File: config.mk
export PLATFORM = sky130hd
export DESIGN_NAME = uart_tx_frame
export DESIGN_NICKNAME = d
export VERILOG_FILES = /design/src/rtl/uart_tx_frame.sv
export SDC_FILE = /design/constraint.sdc
export NUM_CORES = 1
export LEC_CHECK = 0
export CELL_PAD_IN_SITES_DETAIL_PLACEMENT = 1
export CELL_PAD_IN_SITES_GLOBAL_PLACEMENT = 2
export CORE_UTILIZATION = 38
export CTS_BUF_LIST = sky130_fd_sc_hd__clkbuf_4 sky130_fd_sc_hd__clkbuf_8
export DETAILED_ROUTE_END_ITERATION = 10
export GPL_TIMING_DRIVEN = 0
export PLACE_DENSITY = 0.9
export SLEW_MARGIN = 20
export SYNTH_ARGS = -nofsm -noshare
export SYNTH_HDL_FRONTEND = slang
export SYNTH_SLANG_ARGS = --single-unit
File: constraint.sdc
create_clock -name CLK -period 4.8 [get_ports CLK]
set_input_delay 0.72 -clock CLK [delete_from_list [all_inputs] [get_ports CLK]]
set_output_delay 0.72 -clock CLK [all_outputs]
set_load 0.02 [all_outputs]
File: src/rtl/uart_tx_frame.sv
// uart_tx_frame: UART transmit framer. Serialises a parallel word as
// start bit (0), DATA_WIDTH data bits LSB-first, optional parity bit and
// stop bit (1). CLK runs at the bit rate, so each frame bit lasts one cycle.
//
// Ports:
//   CLK        bit-rate clock, rising edge
//   RST        asynchronous active-low reset
//   P_DATA     parallel word, sampled when accepted in IDLE
//   Data_Valid request strobe, honoured only in IDLE
//   PAR_EN     1 = append parity bit (sampled with P_DATA)
//   PAR_TYP    0 = even, 1 = odd parity (sampled with P_DATA)
//   TX_OUT     registered serial line, idle-high
//   Busy       registered, high while a frame occupies the line
module uart_tx_frame #(
  parameter int unsigned DATA_WIDTH = 8
) (
  input  logic                  CLK,
  input  logic                  RST,
  input  logic [DATA_WIDTH-1:0] P_DATA,
  input  logic                  Data_Valid,
  input  logic                  PAR_EN,
  input  logic                  PAR_TYP,
  output logic                  TX_OUT,
  output logic                  Busy
);

  localparam int unsigned CNT_W = (DATA_WIDTH > 1) ? $clog2(DATA_WIDTH) : 1;
  localparam logic [CNT_W-1:0] CNT_LAST = CNT_W'(DATA_WIDTH - 1);

  typedef enum logic [2:0] {
    IDLE   = 3'd0,
    START  = 3'd1,
    DATA   = 3'd2,
    PARITY = 3'd3,
    STOP   = 3'd4
  } state_t;

  state_t                state_q, state_n;
  logic [CNT_W-1:0]      cnt_q, cnt_n;
  logic [DATA_WIDTH-1:0] data_q, data_n;
  logic                  par_en_q, par_en_n;
  logic                  par_q, par_n;
  logic                  tx_n, busy_n;

  // State, datapath and output registers.
  always_ff @(posedge CLK or negedge RST) begin
    if (!RST) begin
      state_q  <= IDLE;
      cnt_q    <= '0;
      data_q   <= '0;
      par_en_q <= 1'b0;
      par_q    <= 1'b0;
      TX_OUT   <= 1'b1;
      Busy     <= 1'b0;
    end else begin
      state_q  <= state_n;
      cnt_q    <= cnt_n;
      data_q   <= data_n;
      par_en_q <= par_en_n;
      par_q    <= par_n;
      TX_OUT   <= tx_n;
      Busy     <= busy_n;
    end
  end

  // Next-state logic; outputs are decoded from the next state so the
  // registered line shows each bit in the cycle its state is occupied.
  always_comb begin
    state_n  = state_q;
    cnt_n    = cnt_q;
    data_n   = data_q;
    par_en_n = par_en_q;
    par_n    = par_q;
    tx_n     = 1'b1;
    busy_n   = 1'b0;

    case (state_q)
      IDLE: begin
        if (Data_Valid) begin
          data_n   = P_DATA;
          par_en_n = PAR_EN;
          par_n    = (^P_DATA) ^ PAR_TYP;
          state_n  = START;
        end
      end
      START: begin
        cnt_n   = '0;
        state_n = DATA;
      end
      DATA: begin
        if (cnt_q == CNT_LAST) begin
          cnt_n   = '0;
          state_n = par_en_q ? PARITY : STOP;
        end else begin
          cnt_n = cnt_q + CNT_W'(1);
        end
      end
      PARITY:  state_n = STOP;
      STOP:    state_n = IDLE;
      default: state_n = IDLE;
    endcase

    case (state_n)
      START: begin
        tx_n   = 1'b0;
        busy_n = 1'b1;
      end
      DATA: begin
        tx_n   = data_n[cnt_n];
        busy_n = 1'b1;
      end
      PARITY: begin
        tx_n   = par_n;
        busy_n = 1'b1;
      end
      STOP: begin
        tx_n   = 1'b1;
        busy_n = 1'b1;
      end
      default: begin
        tx_n   = 1'b1;
        busy_n = 1'b0;
      end
    endcase
  end

endmodule
# Word level (Yosys, flattened, before mapping)
# Cells that the tools add are included.
dict set report classes {
  mux 14
  n_bitwise 1
  eq_ne 8
  reduce_logical 4
  magnitude_cmp 1
  addsub 1
}
# cell count
set op_table {}
lappend op_table {{$mux W8} 2}
lappend op_table {{$eq A3 B2 Y1 const B} 4}
lappend op_table {{$mux W3} 4}
lappend op_table {{$pmux W3 S4} 1}
lappend op_table {{$reduce_xor A8 Y1} 1}
lappend op_table {{$eq A3 B1 Y1 const B} 2}
lappend op_table {{$eq A3 B3 Y1 const B} 2}
lappend op_table {{$pmux W3 S2} 1}
lappend op_table {{$lt A3 B4 Y1 const B} 1}
lappend op_table {{$mux W1} 4}
lappend op_table {{$reduce_or A4 Y1} 1}
lappend op_table {{$add A3 B1 Y3 const B} 1}
lappend op_table {{$bmux W1 S3} 1}
lappend op_table {{$logic_not A3 Y1} 1}
lappend op_table {{$pmux W1 S3} 1}
lappend op_table {{$reduce_and A2 Y1} 1}
lappend op_table {{$xor A1 B1 Y1} 1}
dict set report totals {
  output_inout_bits 2
  word_cells 36
  in_bits 13
  register_bits 18
}

# Longest topological paths before layout
dict set report logic_depth {
  ltp_word 6
  depth_mapped 8
  depth_no_buf 8
}

# Least setup slack after synthesis
# No wires, ideal clock.
dict set report synth_path {
  kind {input to register}
  from {input port Data_Valid}
  to {register TX_OUT}
  setup_time_ns 0.082
  arrival_ns 1.962
  setup_slack_ns 2.756
  t_required_ns 4.718
  n_path_buf 1
  cell_stages 6
  cell_sequence {nor4b_4 > buf_4 > mux2_2 > mux2i_1 > mux2i_1 > a211o_1}
}
dict set report synth_between {
  elab_chain_cells 5
  elab_cells_between_ends 12
  cone_classes {3 x eq/ne; 9 x mux}
}
# item line_no
set synth_rtl {}
lappend synth_rtl {{start, declared} 20} ;# input logic Data_Valid,
lappend synth_rtl {{$mux W8} 79} ;# if (Data_Valid) begin
lappend synth_rtl {{$mux W8} 77} ;# case (state_q)
lappend synth_rtl {{net data_n[3]} 40} ;# logic [DATA_WIDTH-1:0] data_q, data_n;
lappend synth_rtl {{$bmux W1 S3} 109} ;# tx_n = data_n[cnt_n];
lappend synth_rtl {{$mux W1 (implied by the code)} 109}
lappend synth_rtl {{$pmux W1 S3} 103} ;# case (state_n)
lappend synth_rtl {{net tx_n} 43} ;# logic tx_n, busy_n;
lappend synth_rtl {{end signal, assigned} 61} ;# TX_OUT <= tx_n;
lappend synth_rtl {{end, declared} 23} ;# output logic TX_OUT,
# The timed path passes the listed nets, and every way through them passes these cells. The select of a mux whose other input is x is not followed.
# A chain may end at the register's enable or synchronous reset.

# Final worst setup path
# Same ends and word-level chain as after synthesis.

==> impl_metrics.py <==
metrics = {
    "final_layout": {
        "drive_gt1_share_pct": 20.6,
        "layout.cells.non_filler": 137,
        "syn2layout_area_growth_pct": 21.1,
        "final_nets": 123,
        "diodes": 0,
    },
    "logic_synthesis": {
        "synth.largest_area_cell": "dfrtp_1",
        "synth-async-reset-ratio_pct": 100,
        "synth_top_area_share_pct": 43.3,
        "synthesis.area_um2": 983,
        "synth_flop_cell": "dfrtp_1",
        "synth-edff-count": 0,
        "netlist_instances": 89,
        "synth.most_common_cell": "dfrtp_1",
        "synth_top_cells_by_count": "dfrtp_1 (17), mux2_2 (10), nor2b_1 (8)",
        "synth.distinct_cells": 26,
        "synth_warnings": 0,
        "syn_nets": 104,
        "netlist_top_cells_area": "dfrtp_1 (43%), mux2_2 (11%), xnor2_1 (5.3%)",
        "seq_area_frac_synth_pct": 45.9,
        "postSynthAreaPerCell_um2": 11.0,
        "ys_seq_elements": 18,
    },
    "detailed_routing": {
        "vias": 707,
        "totalWireLength_um": 2090,
        "routed_via_density": 5.16,
        "drtIter0Drc": 2,
        "avgRoutedWirePerCell_um": 15.2,
        "firstDrtPassIters": 3,
        "ant_nets": 0,
        "drc_errors": 0,
    },
    "pwr": {
        "total_power_w": 0.000720,
        "power.density_mw_per_mm2": 604,
        "p_leak_nw": 0.513,
        "max-vdd-ir-drop_v": 0.000314,
    },
    "global_route": {
        "grt_overflow": 0,
        "antenna_found_initial": 0,
        "grt_pass1_wl_um": 3640,
        "grt_pass1_vias": 782,
        "grt.total_usage_pct": 19.1,
        "grt_max_degree": 19,
    },
    "clocking": {
        "clkLatencyLatePin_ns": 0.30,
        "post_cts_buffers": 0,
        "htreeDepth": 1,
        "postCtsHoldBufs": 0,
        "clk_pin_slew_ns": 0.10,
        "clock_path_buffers": 2,
        "numCtsBuffers": 3,
        "cts-root-buf": "clkbuf_4",
        "cts_tree": "built",
        "cts_resized": 0,
        "cts_sinks": 18,
    },
    "sta": {
        "setup_tns_ns": 0,
        "maxSlewHeadroom_pct": 44.7,
        "setup_viol": 0,
        "fin_hold_ws_ns": 0.508,
        "report.final.hold_viol_count": 0,
        "fin_crit_ns": 2.38,
        "finalClockSkew_ns": 0.00577,
        "tightest_slew_ns": 0.827,
        "slew_viol_final": 0,
        "rsz0062_at_grt": "false",
        "fin_crit_sh_pct": 49.6,
        "fmax_mhz": 420,
    },
    "worst_setup_path": {
        "startpoint_type": "input pin",
        "crit_family": "buffers and inverters",
        "cp_cell_sequence": "clkdlybuf4s50_1 > nor4b_4 > buf_4 > mux2_2 > mux2i_1 > mux2i_1 > a211o_1",
        "r2r_start": "cnt_q[0]",
        "max_stage_delay_ns": 0.48,
        "slowest_stage": "clkdlybuf4s50_1",
        "cp-end-kind": "register",
        "crit_type": "input pin to register",
        "cp_max_fo": 10,
        "crit_top_cell": "mux2i_1",
        "cp_num_buf_inv": 2,
        "critPathArrivalTime_ns": 2.62,
        "critical_path.startpoint": "Data_Valid",
        "required_ns": 5.03,
    },
    "die": {
        "core_area_mm2": 0.00245,
        "start_util_pct": 40.1,
        "rows": 18,
        "io_pins": 15,
        "die_w_um": 52.9,
        "design.die.area_mm2": 0.00280,
        "dieHeight_um": 52.9,
    },
    "worst_hold_path": {
        "hold_start": "data_q[3]",
        "hold_path_class": "register to register",
    },
    "outcome": {
        "status": "completed",
    },
    "placed_design": {
        "hpwl_um": 1600,
        "gp_congestion": 0.695,
        "portBuffers": 14,
        "dp_cells": 133,
    },
    "flow_run": {
        "drv_cap": 0,
    },
}
==> cell type report <==
| cell class | instances | area [um^2] |
|---|---|---|
| plain buffers | 4 | 31.3 |
| clock buffers | 4 | 30.0 |
| fillers | 281 | 1260 |
| inverters | 3 | 11.3 |
| multi-input cells | 64 | 489 |
| flip-flops and latches | 18 | 452 |
| well taps | 30 | 37.5 |
| repair buffers | 14 | 140 |
==> path summary, 6_finish.rpt <==
| check | slack (ns) | depth (start not counted) | endpoint |
|---|---|---|---|
| setup / recovery | 2.42 | 7 | TX_OUT |
| hold / removal | 0.51 | 1 | data_q[3] |
| setup reg to reg | 2.56 | 8 | TX_OUT |
| hold reg to reg | 0.51 | 1 | data_q[3] |
| max in group asynchronous | 3.41 | 1 | data_q[5] |
| min in group asynchronous | 0.88 | 1 | state_q[0] |
==> worst register-to-register path: stages (launching register included) <==
cell	delay [ns]
dfrtp_1	0.42
ha_1	0.21
ha_1	0.26
nor2_1	0.13
a21oi_1	0.08
o21ai_2	0.32
mux2_2	0.38
a211oi_1	0.24
a211o_1	0.15
==> where the power goes <==
part	internal, W	switching (W)
clock	0.0000381	0.0000497
combinational	0.000184	0.000198
sequential	0.000225	0.0000252
total	0.000447	0.000273
==> layout by cell type (no fill, tap or decap) <==
| master | count |
|---|---|
| xnor2_1 | 6 |
| clkdlybuf4s50_1 | 14 |
| buf_2 | 1 |
| nor4b_4 | 1 |
| nand2_1 | 5 |
| a21oi_1 | 6 |
| nor2_1 | 7 |
| dfstp_2 | 1 |
| a211o_1 | 1 |
| clkbuf_4 | 4 |
| nor3b_1 | 1 |
| ha_1 | 2 |
| dfrtp_1 | 17 |
| a31oi_1 | 1 |
| a21o_1 | 1 |
| o21ai_0 | 3 |
| mux2_2 | 10 |
| a221oi_2 | 1 |
| buf_4 | 2 |
| o21ai_2 | 1 |
| buf_6 | 1 |
| or3_1 | 1 |
| a211oi_1 | 1 |
| mux2i_1 | 4 |
| nor3_1 | 2 |
| inv_1 | 3 |
| xor2_1 | 2 |
| nor2b_1 | 8 |
==> registers in the layout, summed over array words and instances, names as in the netlist <==
name and cells:
state_q 3, cnt_q 3, par_en_q 1, TX_OUT 1
data_q 8, Busy 1, par_q 1
==> per-layer routing <==
| metal | global-route usage, % | vias to the layer above | share of wire (%) |
|---|---|---|---|
| met5 | 0 | - | 0 |
| met4 | 9.21 | 0 | 2.4 |
| met1 | 23.0 | 346 | 46 |
| met3 | 3.45 | 4 | 2.7 |
| li1 | - | 347 | - |
| met2 | 32.3 | 10 | 49 |
==> kinds of logic after synthesis <==
family,after synthesis,synth area share (%)
fa+ha+maj,2,2.54
simple gates,25,14.5
flops,18,45.9
mux,14,15.5
xor+xnor,8,7.12
buf+inv,7,4.32
compound gates,15,10.1
==> per-stage QoR <==
| stage | instance area, um^2 | utilization [%] | setup WS, ns |
|---|---|---|---|
| 3_5_place_dp | 1160 | 47.3 | 2.05 |
| 5_1_grt | 1190 | 48.5 | 2.34 |
| 4_1_cts | 1190 | 48.5 | 2.38 |
| 3_3_place_gp | 1160 | 47.3 | 2.10 |
| 6_report | 1190 | 48.5 | 2.42 |
| 2_1_floorplan | 983 | - | 2.76 |
(Power assumes the default switching activity.)
